`src/rtl/div_frac_tick.sv`:
```
// Tick generator that replays buffered divider quotients as evenly paced one-cycle strobes.
// Each popped quotient Q (0 treated as 1) sets the length, in enabled cycles, of the next period.
module div_frac_tick #(
  parameter int DATA_W      = 32,
  parameter int FIFO_ADDR_W = 2
) (
  input  logic                   clk,
  input  logic                   rst,
  input  logic                   en,
  input  logic [DATA_W-1:0]      quotient_in,
  input  logic                   valid_in,
  output logic                   tick,
  output logic [DATA_W-1:0]      period_out,
  output logic                   busy,
  output logic [FIFO_ADDR_W:0]   level,
  output logic                   overflow
);

  localparam int DEPTH = 1 << FIFO_ADDR_W;
  localparam logic [FIFO_ADDR_W:0] DEPTH_L = (FIFO_ADDR_W + 1)'(DEPTH);
  localparam logic [FIFO_ADDR_W:0] ONE_L   = (FIFO_ADDR_W + 1)'(1);

  typedef enum logic {IDLE, COUNT} state_t;

  state_t                  state;
  logic [DATA_W-1:0]       mem [DEPTH];
  logic [FIFO_ADDR_W-1:0]  wr_ptr;
  logic [FIFO_ADDR_W-1:0]  rd_ptr;
  logic [DATA_W-1:0]       cnt;
  logic [DATA_W-1:0]       head;
  logic                    period_end;
  logic                    pop;
  logic                    push;

  // A zero-length period is meaningless for a clock enable; stretch it to one cycle.
  function automatic logic [DATA_W-1:0] eff_period(input logic [DATA_W-1:0] q);
    return (q == '0) ? DATA_W'(1) : q;
  endfunction

  assign head       = mem[rd_ptr];
  assign period_end = (state == COUNT) && (cnt == DATA_W'(1));
  assign pop        = en && (level != '0) && ((state == IDLE) || period_end);
  // A full FIFO still accepts a word when a pop frees a slot on the same edge.
  assign push       = valid_in && ((level < DEPTH_L) || pop);

  always_ff @(posedge clk) begin
    if (push) mem[wr_ptr] <= quotient_in;
  end

  always_ff @(posedge clk or posedge rst) begin
    if (rst) begin
      wr_ptr   <= '0;
      rd_ptr   <= '0;
      level    <= '0;
      overflow <= 1'b0;
    end else begin
      if (push) wr_ptr <= wr_ptr + 1'b1;
      if (pop)  rd_ptr <= rd_ptr + 1'b1;
      case ({push, pop})
        2'b10:   level <= level + ONE_L;
        2'b01:   level <= level - ONE_L;
        default: level <= level;
      endcase
      if (valid_in && !push) overflow <= 1'b1;
    end
  end

  always_ff @(posedge clk or posedge rst) begin
    if (rst) begin
      state      <= IDLE;
      cnt        <= '0;
      period_out <= '0;
      tick       <= 1'b0;
      busy       <= 1'b0;
    end else if (!en) begin
      tick <= 1'b0;
    end else begin
      tick <= period_end;
      if (pop) begin
        cnt        <= eff_period(head);
        period_out <= eff_period(head);
        state      <= COUNT;
        busy       <= 1'b1;
      end else if (period_end) begin
        cnt   <= '0;
        state <= IDLE;
        busy  <= 1'b0;
      end else if (state == COUNT) begin
        cnt <= cnt - DATA_W'(1);
      end
    end
  end

endmodule

```
`config.mk`:
```
export PLATFORM = sky130hd
export DESIGN_NAME = div_frac_tick
export DESIGN_NICKNAME = d
export VERILOG_FILES = /design/src/rtl/div_frac_tick.sv
export SDC_FILE = /design/constraint.sdc
export NUM_CORES = 1
export LEC_CHECK = 0
export BUFFER_PORTS_ARGS = -buffer_cell sky130_fd_sc_hd__clkbuf_2
export CORE_MARGIN = 2
export CORE_UTILIZATION = 64
export CTS_CLUSTER_DIAMETER = 30
export DETAILED_ROUTE_END_ITERATION = 6
export PLACE_DENSITY_LB_ADDON = 0.25
export SYNTH_ARGS = -nofsm -noshare
export SYNTH_HDL_FRONTEND = slang
export SYNTH_SLANG_ARGS = --single-unit
```
`constraint.sdc`:
```
create_clock -name clk -period 6.6 [get_ports clk]
set_input_delay 1.32 -clock clk [delete_from_list [all_inputs] [get_ports clk]]
set_output_delay 1.32 -clock clk [all_outputs]
set_load 0.01 [all_outputs]
```
---- Word-level counts from Yosys, hierarchy flattened ----
Memories as Yosys holds them, arrays and structs flattened.
Index checks and enable logic that the tools add are counted.
operators by class
  $lt $le $gt $ge ......................... 1
  mux-type cells .......................... 10
  reduce and logical (&&, ||, !) cells .... 16
  eq/ne operators ......................... 3
  bitwise gates (word level) .............. 1
  $add $sub $neg .......................... 5
operator list
  cell                   count
  $mux 32                4
  $eq 32x1->1 const B    1
  $logic_not 32->1       1
  $sub 32x1->32 const B  1
  $pmux 3 s2             1
  $reduce_and 2->1       3
  $reduce_bool 3->1      2
  $logic_and 1x1->1      5
  $mux 1                 5
  $add 2x1->2 const B    2
  $reduce_bool 2->1      2
  $add 3x1->3 const B    1
  $lt 3x3->1 const B     1
  $sub 3x1->3 const B    1
  $eq 2x1->1 const B     1
  $eq 2x2->1 const B     1
  $logic_or 1x1->1       2
  $logic_not 1->1        1
  $not 1->1              1
word-level totals
  memories ................................ 1
  flip-flop bits (word level) ............. 74
  output and inout bits ................... 38
  logic and storage cells ................. 45
  RAM bits ................................ 128
memories
  name  words  width  rd ports  clocked after Yosys merged registers in  wr ports  line  source
  mem   4      32     1         0                                        1         26    logic [DATA_W-1:0] mem [DEPTH];

---- Logic depth before layout (Yosys ltp) ----
  word-level depth ........................ 8
  gate-level depth with buffers ........... 13

---- Least setup slack after synthesis ----
OpenSTA, ideal clock, no wires.
  kind .................................... register to register
  start ................................... register cnt[24]
  end ..................................... memory mem[0][0], enable pin
  arrival ................................. 2.980 ns
  data required time ...................... 6.208 ns
  setup time .............................. 0.392 ns
  setup slack ............................. 3.228 ns
  cell stages (with the launch flop) ...... 7
  buffers on the path ..................... 1
  clock period less this slack ............ 3.372 ns
  path through ............................ dfrtp_1 > or4_4 > or4_1 > buf_2 > o41ai_4 > a21o_2 > and3_1
between the ends
  cells in the longest elaborated chain, start to end .. 8
ends and longest elaborated chain
  item                          line  source
  start, declared               29    logic [DATA_W-1:0] cnt;
  start signal, assigned        80    cnt <= eff_period(head);
  start signal, assigned        89    cnt <= cnt - DATA_W'(1);
  $eq 32x1->1                   41    assign period_end = (state == COUNT) && (cnt == DATA_W'(1));
  $logic_and 1x1->1             41
  $logic_or 1x1->1              42    assign pop = en && (level != '0) && ((state == IDLE) || period_end);
  $logic_and 1x1->1             42
  $logic_or 1x1->1              44    assign push = valid_in && ((level < DEPTH_L) || pop);
  $logic_and 1x1->1             44
  $mux 1                        47    if (push) mem[wr_ptr] <= quotient_in;
  $mux 1 (implied by the code)  47
  end, declared                 26
Every way passes these cells.

---- Worst setup path after layout ----
  start ................................... register cnt[24]
  end ..................................... register level[2]
between the ends
  cells in the longest elaborated chain, start to end .. 8
ends and longest elaborated chain
  item                                                    line  source
  $eq 32x1->1 (*)                                         41
  $logic_and 1x1->1 (*)                                   41
  $logic_or 1x1->1 (*)                                    42
  $logic_and 1x1->1 (*)                                   42
  $logic_or 1x1->1                                        44
  $logic_and 1x1->1                                       44
  $eq 2x1->1 / $eq 2x2->1 (equally long branches)         59    case ({push, pop})
  $pmux 3 s2 / $reduce_bool 2->1 (equally long branches)  --
  end signal, assigned                                    60    2'b10: level <= level + ONE_L;
  end signal, assigned                                    61    2'b01: level <= level - ONE_L;
  end signal, assigned                                    62    default: level <= level;
  end, declared                                           15    output logic [FIFO_ADDR_W:0] level,
Mark *: on every way between the ends. The rest lies on a longest branch, timed or not.
A chain may end at the register's enable or synchronous reset.

==> results by group <==
Floorplanning
  – Die extent in y: 118 um
  – Die ar.: 0.0139 mm2
  – Io pins: 74
  – Rows: between 40 and 50
  – Starting Density: 0.657
  – Die width: approximately 120 um
  – Core ar.: 0.0126 mm2

Worst setup path
  – CP required: approximately 7.0 ns
  – Critical Path Fanout Max: 35
  – Buffers & Inverters on Critical Path: 2
  – Worst path slowest cell: o41ai_4
  – Crit Path Class: reg -> reg
  – Arrival @ worst endpoint: around 5.2 ns
  – Critical Path End Type: register
  – Crit path max-delay family: simple AND/OR/NAND/NOR gates
  – Setup crit start kind: register
  – Cell chain of the critical path: or4_4 > or4_1 > o41ai_4 > nand3_4 > inv_2 > ha_1 > inv_1 > fa_1 > xor2_1 > nor2_1 > xnor2_1
  – CP peak stage delay: roughly 0.81 ns

Logic synthesis
  – Synth async-reset ratio: 0.366
  – Cells after Synth: between 500 and 600
  – Post-Syn Nets: 606
  – Post-synth EDFFs: approximately 130
  – Dominant cell type by area after synthesis: edfxtp_1
  – Top cells by area, synth: edfxtp_1, dfrtp_1, mux4_2
  – Synthesized area per cell: approximately 15 um2
  – Unique masters post-synth: between 50 and 60
  – Top FF cell, synth: edfxtp_1
  – Count leader, synth: edfxtp_1
  – Area of the mapped netlist: 0.00829 mm2
  – Yosys reg bits: 202
  – Sequential area share after synthesis: 0.687
  – Yosys top cell area share: 0.464
  – Ys Warns: 0
  – Synth cell count leaders: edfxtp_1, nand2_1, dfrtp_1, mux4_2

CTS
  – H-tree Lvls: 2
  – Clock-pin slew on the worst setup and hold paths: ~0.050 ns
  – # hold bufs at CTS: 0
  – Clock buffer depth: 3
  – Post_cts resized: 0
  – Total CTS buffers: 36
  – Post-CTS setup buffer count: 0
  – Clk_lat worst skew: 0.50 ns
  – Number of clock sinks: roughly 200
  – TritonCTS clock tree: built
  – CTS Root Cell: clkbuf_16

Power
  – Sw Share: 0.267
  – Max VDD drop: roughly 0.36 mV
  – P per Cell Area: slightly above 400 mW/mm2
  – Sw power: between 1 and 1.5 mW
  – Pint: 3.06 mW
  – Power share of the sequential group: 0.404
  – Total power draw: approximately 4.2 mW
  – Logic gate share of total power: 0.152
  – Pleak: 3.97 nW
  – Clk pwr share: 0.444

Run status
  – Status: finished clean

Global routing
  – Number of global-route vias before repair: ~5,600
  – Global route total overflow: 0
  – Gr usage total: 0.302
  – Initial antenna violation count: 0
  – Largest net degree at the start of global routing: 75
  – First-pass GRT wire length: about 32,000 um

Final layout
  – Fill cell count: approximately 680
  – Non-filler cells, final: around 860
  – Antenna cells: 0
  – Area grow syn2layout: 21.2%
  – Share of cells above drive strength 1: 0.279
  – Final #Nets: roughly 700

Timing
  – Final setup skew: about 0.023 ns
  – Worst slew margin: 0.382
  – FMAX: between 0.2 and 0.25 GHz
  – Hold_ws: approximately 0.47 ns
  – Setup TNS: 0 ns
  – Final period util: 0.731
  – Final Hold Viols: 0
  – Fin. max-slew vios: 0
  – Worst-Margin Slew: a little over 0.9 ns
  – RSZ-0062 raised after global routing: no
  – Tmin final: ~4.8 ns
  – Final setup viols: 0

Drt
  – Initial drt markers: ~680
  – Vias per cell: between 6 and 7
  – Routed WL: just under 20,000 um
  – Remaining DRCs: 0
  – TritonRoute pass-1 iters: 5
  – DRT antenna net count: 0
  – Via count: 5,448
  – WL/cell: between 20 and 25 um

Place
  – Placed Cells: 791
  – DP Wirelength: roughly 12,000 um
  – Port bufs: 73
  – RD Place Congestion: 0.886

Min path
  – HP Class: reg -> reg

Flow run
  – Max cap viols: 0
==> per-layer routing <==
metal / up-vias / routed length [um] / part of all wire / GRT usage
met1: 2744 / 7660 / 0.39 / 0.409
li1: 2364 / - / - / -
met2: 290 / 10100 / 0.51 / 0.499
met3: 50 / 1530 / 0.077 / 0.0572
met5: - / 0 / 0 / 0
met4: 0 / 562 / 0.028 / 0.105
==> worst reg2reg max path: cells and delay by family (launching register included) <==
family | cells | cell delay (ns)
simple gates | 4 | 1.86
compound gates | 1 | 0.81
fa+ha+maj | 2 | 0.68
buf+inv | 2 | 0.66
flops | 1 | 0.44
xor+xnor | 2 | 0.29
==> logic make-up (layout without fill, tap and decap cells) <==
kind of cell / Yosys count / after routing / share of synthesized area
fa+ha+maj: 8 / 8 / 0.0130
xor+xnor: 6 / 6 / 0.00634
simple gates: 206 / 206 / 0.123
compound gates: 70 / 70 / 0.0617
flops: 202 / 202 / 0.687
mux: 34 / 34 / 0.0899
buf+inv: 36 / 158 / 0.0195
==> path summary, 6_finish.rpt <==
check	endpoint	slack (ns)	startpoint	cells past startpoint
min in group asynchronous	cnt[26]	1.11	rst	3
max in group asynchronous	rd_ptr[0]	4.86	rst	3
min	period_out[5]	0.47	period_out[5]	1
max	level[2]	1.78	cnt[24]	11
min reg2reg	period_out[5]	0.47	period_out[5]	1
max reg2reg	level[2]	1.78	cnt[24]	11
==> layout make-up <==
type / count / area, um2 / area share
clock inverters: 24 / 289 / 0.0288
inverters: 12 / 45.0 / 0.00448
multi-input cells: 324 / 2430 / 0.242
flip-flops and latches: 202 / 5700 / 0.567
repair buffers: 81 / 425 / 0.0423
well taps: 172 / 215 / 0.0214
clock buffers: 41 / 940 / 0.0935
==> state kept, by name, summed over array words and instances, names as in the netlist <==
signal / flops
mem: 128
cnt: 32
period_out: 32
level: 3
rd_ptr: 2
wr_ptr: 2
overflow: 1
state: 1
tick: 1
==> power groups by stage <==
stage | Clock [mW] | Sequential (mW) | Combinational [mW]
2_1_floorplan | 0 | 1.69 | 0.407
4_1_cts | 1.88 | 1.68 | 0.636
3_5_place_dp | 0 | 1.69 | 0.626
5_1_grt | 1.94 | 1.70 | 0.689
3_3_place_gp | 0 | 1.67 | 0.608
6_report | 1.86 | 1.69 | 0.634
==> metrics by stage <==
stage / cell area (um2) / setup WS, ns / utilization
after floorplan: 8290 / 3.23 / -
after global placement: 8820 / 2.12 / 0.699
after detailed placement: 8820 / 1.93 / 0.699
after CTS: 10000 / 1.82 / 0.796
after global routing: 10000 / 1.57 / 0.796
final: 10000 / 1.78 / 0.796
==> cells in the final DEF (no fill, tap or decap), drive strengths merged, types with 3 or more instances in the layout <==
master      n
bufinv      5
nor2       17
dfrtp      74
inv        15
and2        3
o21ai      19
clkinvlp    5
a21oi       7
nand3      18
a21o        4
nand2     106
or2         3
ha          7
mux4       32
xnor2       5
or3         8
o311ai     10
nor4       17
nor3       14
buf         8
o211ai     16
edfxtp    128
and3        5
clkinv     11
clkbuf    114
or4         9
Note: power is estimated with default switching activity, not from simulation.
